$ cat src/rtl/uart_pkg.sv
// -----------------------------------------------------------------------------
// uart_pkg
//   Shared definitions for the UART receiver and the matching transmitter.
//   Contents:
//     uart_state_e   receiver FSM state encoding
//     PARITY_*       parity mode codes used by the PARITY parameter
//     clks_per_bit() system clocks per serial bit (integer division)
// -----------------------------------------------------------------------------
package uart_pkg;

    typedef enum logic [2:0] {
        ST_IDLE,
        ST_START,
        ST_DATA,
        ST_PARITY,
        ST_STOP,
        ST_WAIT_IDLE
    } uart_state_e;

    localparam int PARITY_NONE = 0;
    localparam int PARITY_ODD  = 1;
    localparam int PARITY_EVEN = 2;

    function automatic int clks_per_bit(input int clk_freq, input int baud);
        return clk_freq / baud;
    endfunction

endpackage

$ cat src/rtl/uart_baud_tick.sv
// -----------------------------------------------------------------------------
// uart_baud_tick
//   Free-running bit-period counter 0..CLKS_PER_BIT-1 with synchronous clear.
//   Shared by the receive and transmit sides.
//   Ports:
//     clk, rst      clock, asynchronous active-high reset
//     clr           restart the bit period (counter loads 0 next clock)
//     sample_tick   counter == SAMPLE_AT (mid-bit sample point)
//     bit_end_tick  counter == CLKS_PER_BIT-1 (last clock of the bit period)
// -----------------------------------------------------------------------------
module uart_baud_tick
    import uart_pkg::*;
#(
    parameter int CLKS_PER_BIT = 16,
    parameter int SAMPLE_AT    = CLKS_PER_BIT / 2
) (
    input  logic clk,
    input  logic rst,
    input  logic clr,
    output logic sample_tick,
    output logic bit_end_tick
);

    localparam int               CNT_W  = $clog2(CLKS_PER_BIT);
    localparam logic [CNT_W-1:0] LAST_V = CNT_W'(CLKS_PER_BIT - 1);
    localparam logic [CNT_W-1:0] SAMP_V = CNT_W'(SAMPLE_AT);

    logic [CNT_W-1:0] cnt_q, cnt_d;

    always_comb begin
        cnt_d = cnt_q + CNT_W'(1);
        if (clr || (cnt_q == LAST_V)) begin
            cnt_d = '0;
        end
    end

    always_ff @(posedge clk or posedge rst) begin
        if (rst) begin
            cnt_q <= '0;
        end else begin
            cnt_q <= cnt_d;
        end
    end

    assign sample_tick  = (cnt_q == SAMP_V);
    assign bit_end_tick = (cnt_q == LAST_V);

endmodule

$ cat src/rtl/uart_rx_cfg.sv
// -----------------------------------------------------------------------------
// uart_rx_cfg
//   Parametrised UART receiver: start-bit qualification, DATA_BITS data bits
//   LSB first, optional odd/even parity, 1 or 2 stop bits, 1-entry output
//   register with valid/ready handshake and parity/framing/overrun reporting.
//   Ports:
//     clk, rst     clock, asynchronous active-high reset
//     rx           asynchronous serial line, idle high
//     rx_data      received word, bit 0 = first bit on the line
//     rx_valid     rx_data / rx_perr / rx_ferr hold a word
//     rx_ready     consumer accepts the word when rx_valid && rx_ready
//     rx_perr      parity mismatch of the held word
//     rx_ferr      first stop bit of the held word was low
//     overrun      1-clk pulse when a completed frame is dropped
//     busy         FSM not idle
//   Build option UART_RX_MAJORITY_EN: every bit (start bit included) is the
//   2-of-3 vote of the synchronised samples at CLKS_PER_BIT/2-1, /2, /2+1.
//   Undefined: a single sample at CLKS_PER_BIT/2.
// -----------------------------------------------------------------------------
module uart_rx_cfg
    import uart_pkg::*;
#(
    parameter int CLK_FREQ  = 50_000_000,
    parameter int BAUD      = 9600,
    parameter int DATA_BITS = 8,
    parameter int PARITY    = 0,
    parameter int STOP_BITS = 1
) (
    input  logic                 clk,
    input  logic                 rst,
    input  logic                 rx,
    output logic [DATA_BITS-1:0] rx_data,
    output logic                 rx_valid,
    input  logic                 rx_ready,
    output logic                 rx_perr,
    output logic                 rx_ferr,
    output logic                 overrun,
    output logic                 busy
);

    localparam int         CPB       = clks_per_bit(CLK_FREQ, BAUD);
`ifdef UART_RX_MAJORITY_EN
    // The vote needs the sample after the midpoint, so decide one clock later.
    localparam int         SAMPLE_AT = CPB / 2 + 1;
`else
    localparam int         SAMPLE_AT = CPB / 2;
`endif
    localparam bit         HAS_PAR   = (PARITY != PARITY_NONE);
    localparam logic       PAR_ODD   = (PARITY == PARITY_ODD);
    localparam logic [3:0] LAST_BIT  = 4'(DATA_BITS - 1);
    localparam logic       LAST_STOP = (STOP_BITS == 2);

    initial begin
        if (DATA_BITS < 5 || DATA_BITS > 9) $error("uart_rx_cfg: DATA_BITS must be 5..9");
        if (PARITY < 0 || PARITY > 2)       $error("uart_rx_cfg: PARITY must be 0, 1 or 2");
        if (STOP_BITS < 1 || STOP_BITS > 2) $error("uart_rx_cfg: STOP_BITS must be 1 or 2");
        if (CPB < 8)                        $error("uart_rx_cfg: CLK_FREQ/BAUD must be >= 8");
    end

    logic                 rx_s1_q, rx_s2_q, line_d1_q;
    logic                 line;
    logic                 fall;
    uart_state_e          state_q, state_d;
    logic [3:0]           bit_cnt_q, bit_cnt_d;
    logic                 stop_cnt_q, stop_cnt_d;
    logic [DATA_BITS-1:0] shift_q, shift_d;
    logic                 perr_q, perr_d;
    logic                 ferr_q, ferr_d;
    logic                 ferr_now;
    logic [DATA_BITS-1:0] rx_data_q, rx_data_d;
    logic                 rx_valid_q, rx_valid_d;
    logic                 rx_perr_q, rx_perr_d;
    logic                 rx_ferr_q, rx_ferr_d;
    logic                 overrun_q, overrun_d;
    logic                 commit;
    logic                 baud_clr;
    logic                 sample_tick;
    logic                 bit_end_unused;   // wrap tick only matters to the transmitter

`ifdef UART_RX_MAJORITY_EN
    logic hist1_q, hist2_q;

    always_ff @(posedge clk or posedge rst) begin
        if (rst) begin
            hist1_q <= 1'b1;
            hist2_q <= 1'b1;
        end else begin
            hist1_q <= rx_s2_q;
            hist2_q <= hist1_q;
        end
    end

    // A single-clock glitch is outvoted, so it can neither start a frame nor flip a bit.
    assign line = (rx_s2_q & hist1_q) | (rx_s2_q & hist2_q) | (hist1_q & hist2_q);
`else
    assign line = rx_s2_q;
`endif

    assign fall = line_d1_q & ~line;

    uart_baud_tick #(
        .CLKS_PER_BIT(CPB),
        .SAMPLE_AT   (SAMPLE_AT)
    ) u_baud (
        .clk         (clk),
        .rst         (rst),
        .clr         (baud_clr),
        .sample_tick (sample_tick),
        .bit_end_tick(bit_end_unused)
    );

    always_comb begin
        state_d    = state_q;
        bit_cnt_d  = bit_cnt_q;
        stop_cnt_d = stop_cnt_q;
        shift_d    = shift_q;
        perr_d     = perr_q;
        ferr_d     = ferr_q;
        ferr_now   = ferr_q;
        baud_clr   = 1'b0;
        commit     = 1'b0;
        rx_data_d  = rx_data_q;
        rx_valid_d = rx_valid_q;
        rx_perr_d  = rx_perr_q;
        rx_ferr_d  = rx_ferr_q;
        overrun_d  = 1'b0;

        unique case (state_q)
            ST_IDLE: begin
                if (fall) begin
                    state_d    = ST_START;
                    baud_clr   = 1'b1;
                    bit_cnt_d  = '0;
                    stop_cnt_d = 1'b0;
                    perr_d     = 1'b0;
                    ferr_d     = 1'b0;
                end
            end
            ST_START: begin
                if (sample_tick) begin
                    state_d = line ? ST_IDLE : ST_DATA;
                end
            end
            ST_DATA: begin
                if (sample_tick) begin
                    if (DATA_BITS > 1) begin
                        shift_d = {line, shift_q[DATA_BITS-1:1]};
                    end else begin
                        shift_d = DATA_BITS'(line);
                    end
                    if (bit_cnt_q == LAST_BIT) begin
                        bit_cnt_d = '0;
                        state_d   = HAS_PAR ? ST_PARITY : ST_STOP;
                    end else begin
                        bit_cnt_d = bit_cnt_q + 4'd1;
                    end
                end
            end
            ST_PARITY: begin
                if (sample_tick) begin
                    perr_d  = ((^shift_q) ^ line) != PAR_ODD;
                    state_d = ST_STOP;
                end
            end
            ST_STOP: begin
                if (sample_tick) begin
                    // Only the first stop bit can flag a framing error.
                    if (!stop_cnt_q) begin
                        ferr_now = ~line;
                    end
                    ferr_d = ferr_now;
                    if (stop_cnt_q == LAST_STOP) begin
                        commit  = 1'b1;
                        state_d = ferr_now ? ST_WAIT_IDLE : ST_IDLE;
                    end else begin
                        stop_cnt_d = 1'b1;
                    end
                end
            end
            ST_WAIT_IDLE: begin
                // Hold off until the line is released so a break is one frame, not many.
                if (line) begin
                    state_d = ST_IDLE;
                end
            end
            default: state_d = ST_IDLE;
        endcase

        // The holding register can take a new word if empty or being emptied this cycle.
        if (commit) begin
            if (!rx_valid_q || rx_ready) begin
                rx_data_d  = shift_q;
                rx_perr_d  = perr_q;
                rx_ferr_d  = ferr_now;
                rx_valid_d = 1'b1;
            end else begin
                overrun_d = 1'b1;
            end
        end else if (rx_valid_q && rx_ready) begin
            rx_valid_d = 1'b0;
        end
    end

    always_ff @(posedge clk or posedge rst) begin
        if (rst) begin
            rx_s1_q    <= 1'b1;
            rx_s2_q    <= 1'b1;
            line_d1_q  <= 1'b1;
            state_q    <= ST_IDLE;
            bit_cnt_q  <= '0;
            stop_cnt_q <= 1'b0;
            shift_q    <= '0;
            perr_q     <= 1'b0;
            ferr_q     <= 1'b0;
            rx_data_q  <= '0;
            rx_valid_q <= 1'b0;
            rx_perr_q  <= 1'b0;
            rx_ferr_q  <= 1'b0;
            overrun_q  <= 1'b0;
        end else begin
            rx_s1_q    <= rx;
            rx_s2_q    <= rx_s1_q;
            line_d1_q  <= line;
            state_q    <= state_d;
            bit_cnt_q  <= bit_cnt_d;
            stop_cnt_q <= stop_cnt_d;
            shift_q    <= shift_d;
            perr_q     <= perr_d;
            ferr_q     <= ferr_d;
            rx_data_q  <= rx_data_d;
            rx_valid_q <= rx_valid_d;
            rx_perr_q  <= rx_perr_d;
            rx_ferr_q  <= rx_ferr_d;
            overrun_q  <= overrun_d;
        end
    end

    assign rx_data  = rx_data_q;
    assign rx_valid = rx_valid_q;
    assign rx_perr  = rx_perr_q;
    assign rx_ferr  = rx_ferr_q;
    assign overrun  = overrun_q;
    assign busy     = (state_q != ST_IDLE);

endmodule

$ cat config.mk
export PLATFORM = sky130hd
export DESIGN_NAME = uart_rx_cfg
export DESIGN_NICKNAME = d
export VERILOG_FILES = /design/src/rtl/uart_pkg.sv /design/src/rtl/uart_baud_tick.sv /design/src/rtl/uart_rx_cfg.sv
export SDC_FILE = /design/constraint.sdc
export NUM_CORES = 1
export LEC_CHECK = 0
export CAP_MARGIN = 0
export CORE_MARGIN = 5
export CORE_UTILIZATION = 60
export DETAILED_ROUTE_END_ITERATION = 10
export DONT_BUFFER_PORTS = 1
export PLACE_DENSITY = 0.81
export SYNTH_ARGS = -nofsm -noshare
export SYNTH_HDL_FRONTEND = slang
export SYNTH_SLANG_ARGS = --single-unit
$ cat constraint.sdc
create_clock -name clk -period 4.41 [get_ports clk]
set_input_delay 0.882 -clock clk [delete_from_list [all_inputs] [get_ports clk]]
set_output_delay 0.882 -clock clk [all_outputs]
set_load 0.02 [all_outputs]
Word-level counts from Yosys, hierarchy flattened. Cells that the tools add are included. W data, S select, Z words.

$add $sub $neg: 2. Equal/unequal tests: 17. Multiplexer cells: 38. Bitwise operators: 3. Reduce and logical (&&, ||, !) cells: 19.

Operators with widths (count): $mux W3 (9); $mux W1 (19); $pmux W3 S6 (1); $ne A2 B2 Y1 const B (8); $add A13 B1 Y13 const B (1); $eq A13 B12 Y1 const B (1); $eq A13 B13 Y1 const B (1); $mux W13 (1); $mux W4 (3); $reduce_and A3 Y1 (3); $pmux W4 S2 (1); $reduce_and A2 Y1 (4); $reduce_and A8 Y1 (1); $reduce_bool A2 Y1 (4); $reduce_xor A8 Y1 (1); $eq A3 B2 Y1 const B (2); $eq A3 B3 Y1 const B (2); $pmux W1 S2 (3); $add A4 B1 Y4 const B (1); $eq A4 B3 Y1 const B (1); $eq A3 B1 Y1 const B (1); $logic_not A3 Y1 (1); $reduce_bool A3 Y1 (1); $logic_or A1 B1 Y1 (2); 7 further kinds (7).

Bits in registers: 46. Input bits: 4. Output and inout port bits: 13. Logic and storage cells: 94.

Longest topological paths before layout.
Depth after elaboration: 8. Mapped depth: 7. Mapped depth without buffers: 7.

Modules after synthesis. A second synthesis with hierarchy kept.

Cells, all modules: 186. Area total of the unflattened synthesis: 2272.2 sq um.

Modules (own cells, without submodules): uart_rx_cfg (instances 1, cells each 112, area each 1544.0 sq um, seq. area each 779.5 sq um); uart_baud_tick (instances 1, cells each 74, area each 728.2 sq um, seq. area each 325.3 sq um).

Least setup slack after synthesis. Ideal clock, no wire load.

Path type: input port to flip-flop. Start: in rx_ready. End: reg rx_data_q[0], in the netlist rx_data[0]. Library setup time: 125 ps. Arrival time: 1714 ps. Required time: 4285 ps. Setup slack: 2572 ps. Stages on the path: 4. Path buffers: 0. Cells stage by stage: nand2b_1 > nand3_1 > nor2_4 > mux2_2.

Word-level cells in the longest chain between the ends: 2.

RTL lines: start, declared (RTL line uart_rx_cfg.sv:34) `input logic rx_ready,`; $logic_or A1 B1 Y1 (RTL line uart_rx_cfg.sv:191) `if (!rx_valid_q || rx_ready) begin`; $reduce_and A2 Y1 (no line); end signal, assigned (RTL line uart_rx_cfg.sv:230) `rx_data_q <= rx_data_d;`; end, declared (RTL line uart_rx_cfg.sv:70) `logic [DATA_BITS-1:0] rx_data_q, rx_data_d;`.

Every way passes these cells. A chain may end at the register's enable or synchronous reset.

Worst setup path after layout.
Start: reg state_q[0]. End: out busy.

Word-level cells in the longest chain between the ends: 1.

RTL lines: start, declared (RTL line uart_rx_cfg.sv:63) `uart_state_e state_q, state_d;`; start signal, assigned (RTL line uart_rx_cfg.sv:224) `state_q <= state_d;`; $reduce_bool A3 Y1 (RTL line uart_rx_cfg.sv:243) `assign busy = (state_q != ST_IDLE);`; end, declared (RTL line uart_rx_cfg.sv:38) `output logic busy`.

Every way passes these cells.

==> insert_results.sql <==
INSERT INTO impl_metrics (metric_group, metric, value, unit) VALUES
('outcome', 'status', 'complete, no violations', ''),
('worst_setup_path', 'combined_buffer_and_inverter_count_along_the_critical_path', '0', ''),
('timing', 'report.final.hold_viol_count', '0', ''),
('floorplanning', 'die_w', '68.9', 'um'),
('synthesis', 'synth_edf_count', '0', ''),
('timing', 'postLayoutSetupSlackWorst', '2.23', 'ns'),
('worst_setup_path', 'critical_path.top_delay_family', 'flip-flops', ''),
('cts', 'clock_tree_from_tritoncts', 'done', ''),
('synthesis', 'synthMostInstantiatedCell', 'dfrtp_1', ''),
('floorplanning', 'initial_core_util', '62.4', '%'),
('cells_and_area', 'final_cell_utilization_of_the_core', '65.5', '%'),
('hold_path', 'worst_hold_path_type', 'register to register', ''),
('cells_and_area', 'final-instance-count-excl-fill', '231', ''),
('synthesis', 'synth_fp_nets', '189', ''),
('timing', 'worstMarginPinSlew', '0.794', 'ns'),
('worst_setup_path', 'series_of_cell_instances_along_the_critical_path', 'or3_4', ''),
('place', 'placement.setup.worst_slack', '2.40', 'ns'),
('cts', 'tritoncts.num_buffers', '5', ''),
('synthesis', 'syn-cell-area', '2080', 'sq um'),
('worst_setup_path', 'regToRegEndpoint', 'rx_data[7]', ''),
('cts', 'cts_setup_buffers', '0', ''),
('global_route', 'grt_first_pass_wirelength', '6380', 'um'),
('worst_setup_path', 'r2r-start', 'u_baud.cnt_q[0]', ''),
('worst_setup_path', 'reg2reg_setup_slack', '2.44', 'ns'),
('global_route', 'grt.met2_usage', '30.1', '%'),
('cts', 'htree_num_levels', '2', ''),
('cts', 'clockRootBuffer', 'clkbuf_4', ''),
('timing', 'max-slew-margin-rel', '46.7', '%'),
('timing', 'fmax', '458', 'MHz'),
('worst_setup_path', 'worst_setup_path_class', 'register to primary output', ''),
('cts', 'clock_sink_count', '44', ''),
('worst_setup_path', 'critical-path-slowest-cell', 'dfrtp_1', ''),
('global_route', 'antenna_violations_before_repair', '0', ''),
('worst_setup_path', 'critical_path.max_fanout', '8', ''),
('synthesis', 'ys_seq_elements', '44', ''),
('worst_setup_path', 'cp_slowest_stage_delay', '0.48', 'ns'),
('floorplanning', 'ioPinCount', '17', ''),
('global_route', 'global_route_track_usage_on_met3', '6.16', '%'),
('routing', 'dr.pass1.iters', '4', ''),
('floorplanning', 'fp.coreArea', '3340', 'sq um'),
('place', 'dpl.cell_count', '224', ''),
('synthesis', 'post_synth_most_frequent_cells', '41 x dfrtp_1, 21 x nor2_1, 17 x mux2_2, 13 x xnor2_1, 9 x nand2_1', ''),
('place', 'count_of_buffers_from_port_buffering', '0', ''),
('timing', 'slew_violations', '0', ''),
('routing', 'drt_wl_total', '3620', 'um'),
('synthesis', 'syn-instance-count', '182', ''),
('worst_setup_path', 'worstPathRequired', '3.53', 'ns'),
('synthesis', 'netlist-cell-type-count', '41', ''),
('worst_setup_path', 'crit_arrival', '1.30', 'ns'),
('routing', 'via_count', '1360', ''),
('power_and_ir_drop', 'power_density', '417', 'nW/um^2'),
('worst_setup_path', 'critPathLaunchType', 'register', ''),
('synthesis', 'mean_area_per_synthesized_cell', '11.4', 'sq um'),
('cells_and_area', 'drive_above_1_share', '20.5', '%'),
('timing', 'finalCritPeriodShare', '49.5', '%'),
('cells_and_area', 'antenna-diode-count', '0', ''),
('hold_path', 'hold_path_startpoint', 'rx_s1_q', ''),
('timing', 'rsz0062_at_grt', 'no', ''),
('place', 'detailedPlacementHpwl', '2570', 'um'),
('worst_setup_path', 'setup.worst_path.end_class', 'primary output', ''),
('routing', 'vias_per_cell', '5.89', ''),
('routing', 'drt.antenna.violating_nets', '0', ''),
('floorplanning', 'die_y', '68.9', 'um'),
('synthesis', 'synthDominantAreaCellType', 'dfrtp_1', ''),
('timing', 'final-setup-viol-count', '0', ''),
('floorplanning', 'fp.dieArea', '4750', 'sq um'),
('global_route', 'grt_pass1_vias', '1387', ''),
('routing', 'post_drt_wl_per_cell', '15.7', 'um'),
('synthesis', 'asyncSetResetFlopFracSynth', '100', '%'),
('cells_and_area', 'synthToLayoutAreaGrowth', '4.87', '%'),
('global_route', 'grt_max_degree', '45', '');
per-stage QoR:
step | instance area (sq um) | hold slack, ns
after floorplan | 2080 | 0.345
after global placement | 2120 | 0.346
after detailed placement | 2120 | 0.352
after CTS | 2180 | 0.367
after global routing | 2180 | 0.369
final | 2180 | 0.365
flip-flops by register name (all words and copies together) (netlist names):
name	count
bit_cnt_q	4
state_q	3
rx_valid	1
line_d1_q	1
rx_data	8
rx_s1_q	1
line	1
overrun	1
rx_ferr	1
rx_perr	1
perr_q	1
shift_q	8
u_baud.cnt_q	13
how the worst max path moves through the flow:
stage,from,to,slack (ns),depth (start not counted)
floorplan,rst,bit_cnt_q[0],2.50,1
finish,state_q[0],busy,2.23,1
detailed placement,rx_ready,rx_data[3],2.40,4
global placement,rx_ready,rx_data[4],2.46,4
CTS,state_q[0],busy,2.21,1
global route,state_q[0],busy,2.18,1
area by class of cell:
type	instances	area (sq um)
fillers	278	1150
flip-flops and latches	44	1100
multi-input cells	127	927
clock buffers	7	65.1
well taps	46	57.6
inverters	6	22.5
repair buffers	1	7.51
cell families (layout without fill, tap and decap cells):
logic type      Yosys count  after routing  synth area share [%]
mux                      18             18                  9.73
simple gates             68             68                  19.3
compound gates           19             19                  5.71
fa+ha+maj                 3              3                  1.80
flops                    44             44                  53.0
buf+inv                  11             14                  2.46
xor+xnor                 19             19                  7.99
placed cells by master (no fill, tap or decap), drive strengths merged, types with 5 or more instances in the layout:
cell and count:
dfrtp 41, nor2 23, mux2 18, xnor2 13, o21ai 10, nand2 9
nand3 7, clkbuf 7, inv 6, xor2 6, nand4 5
routing by layer:
metal  vias up  part of all wire (%)
li1        638                     -
met4         0                   2.8
met3        11                   4.6
met2        32                    51
met1       679                    42
met5         -                     0
report_power, final:
part           internal (W)  total (W)  switching (W)
Combinational     0.0000775   0.000191       0.000114
Sequential         0.000447   0.000510      0.0000632
Clock             0.0000905   0.000210       0.000120
Total              0.000615   0.000912       0.000297
Note: power is estimated with default switching activity, not from simulation.
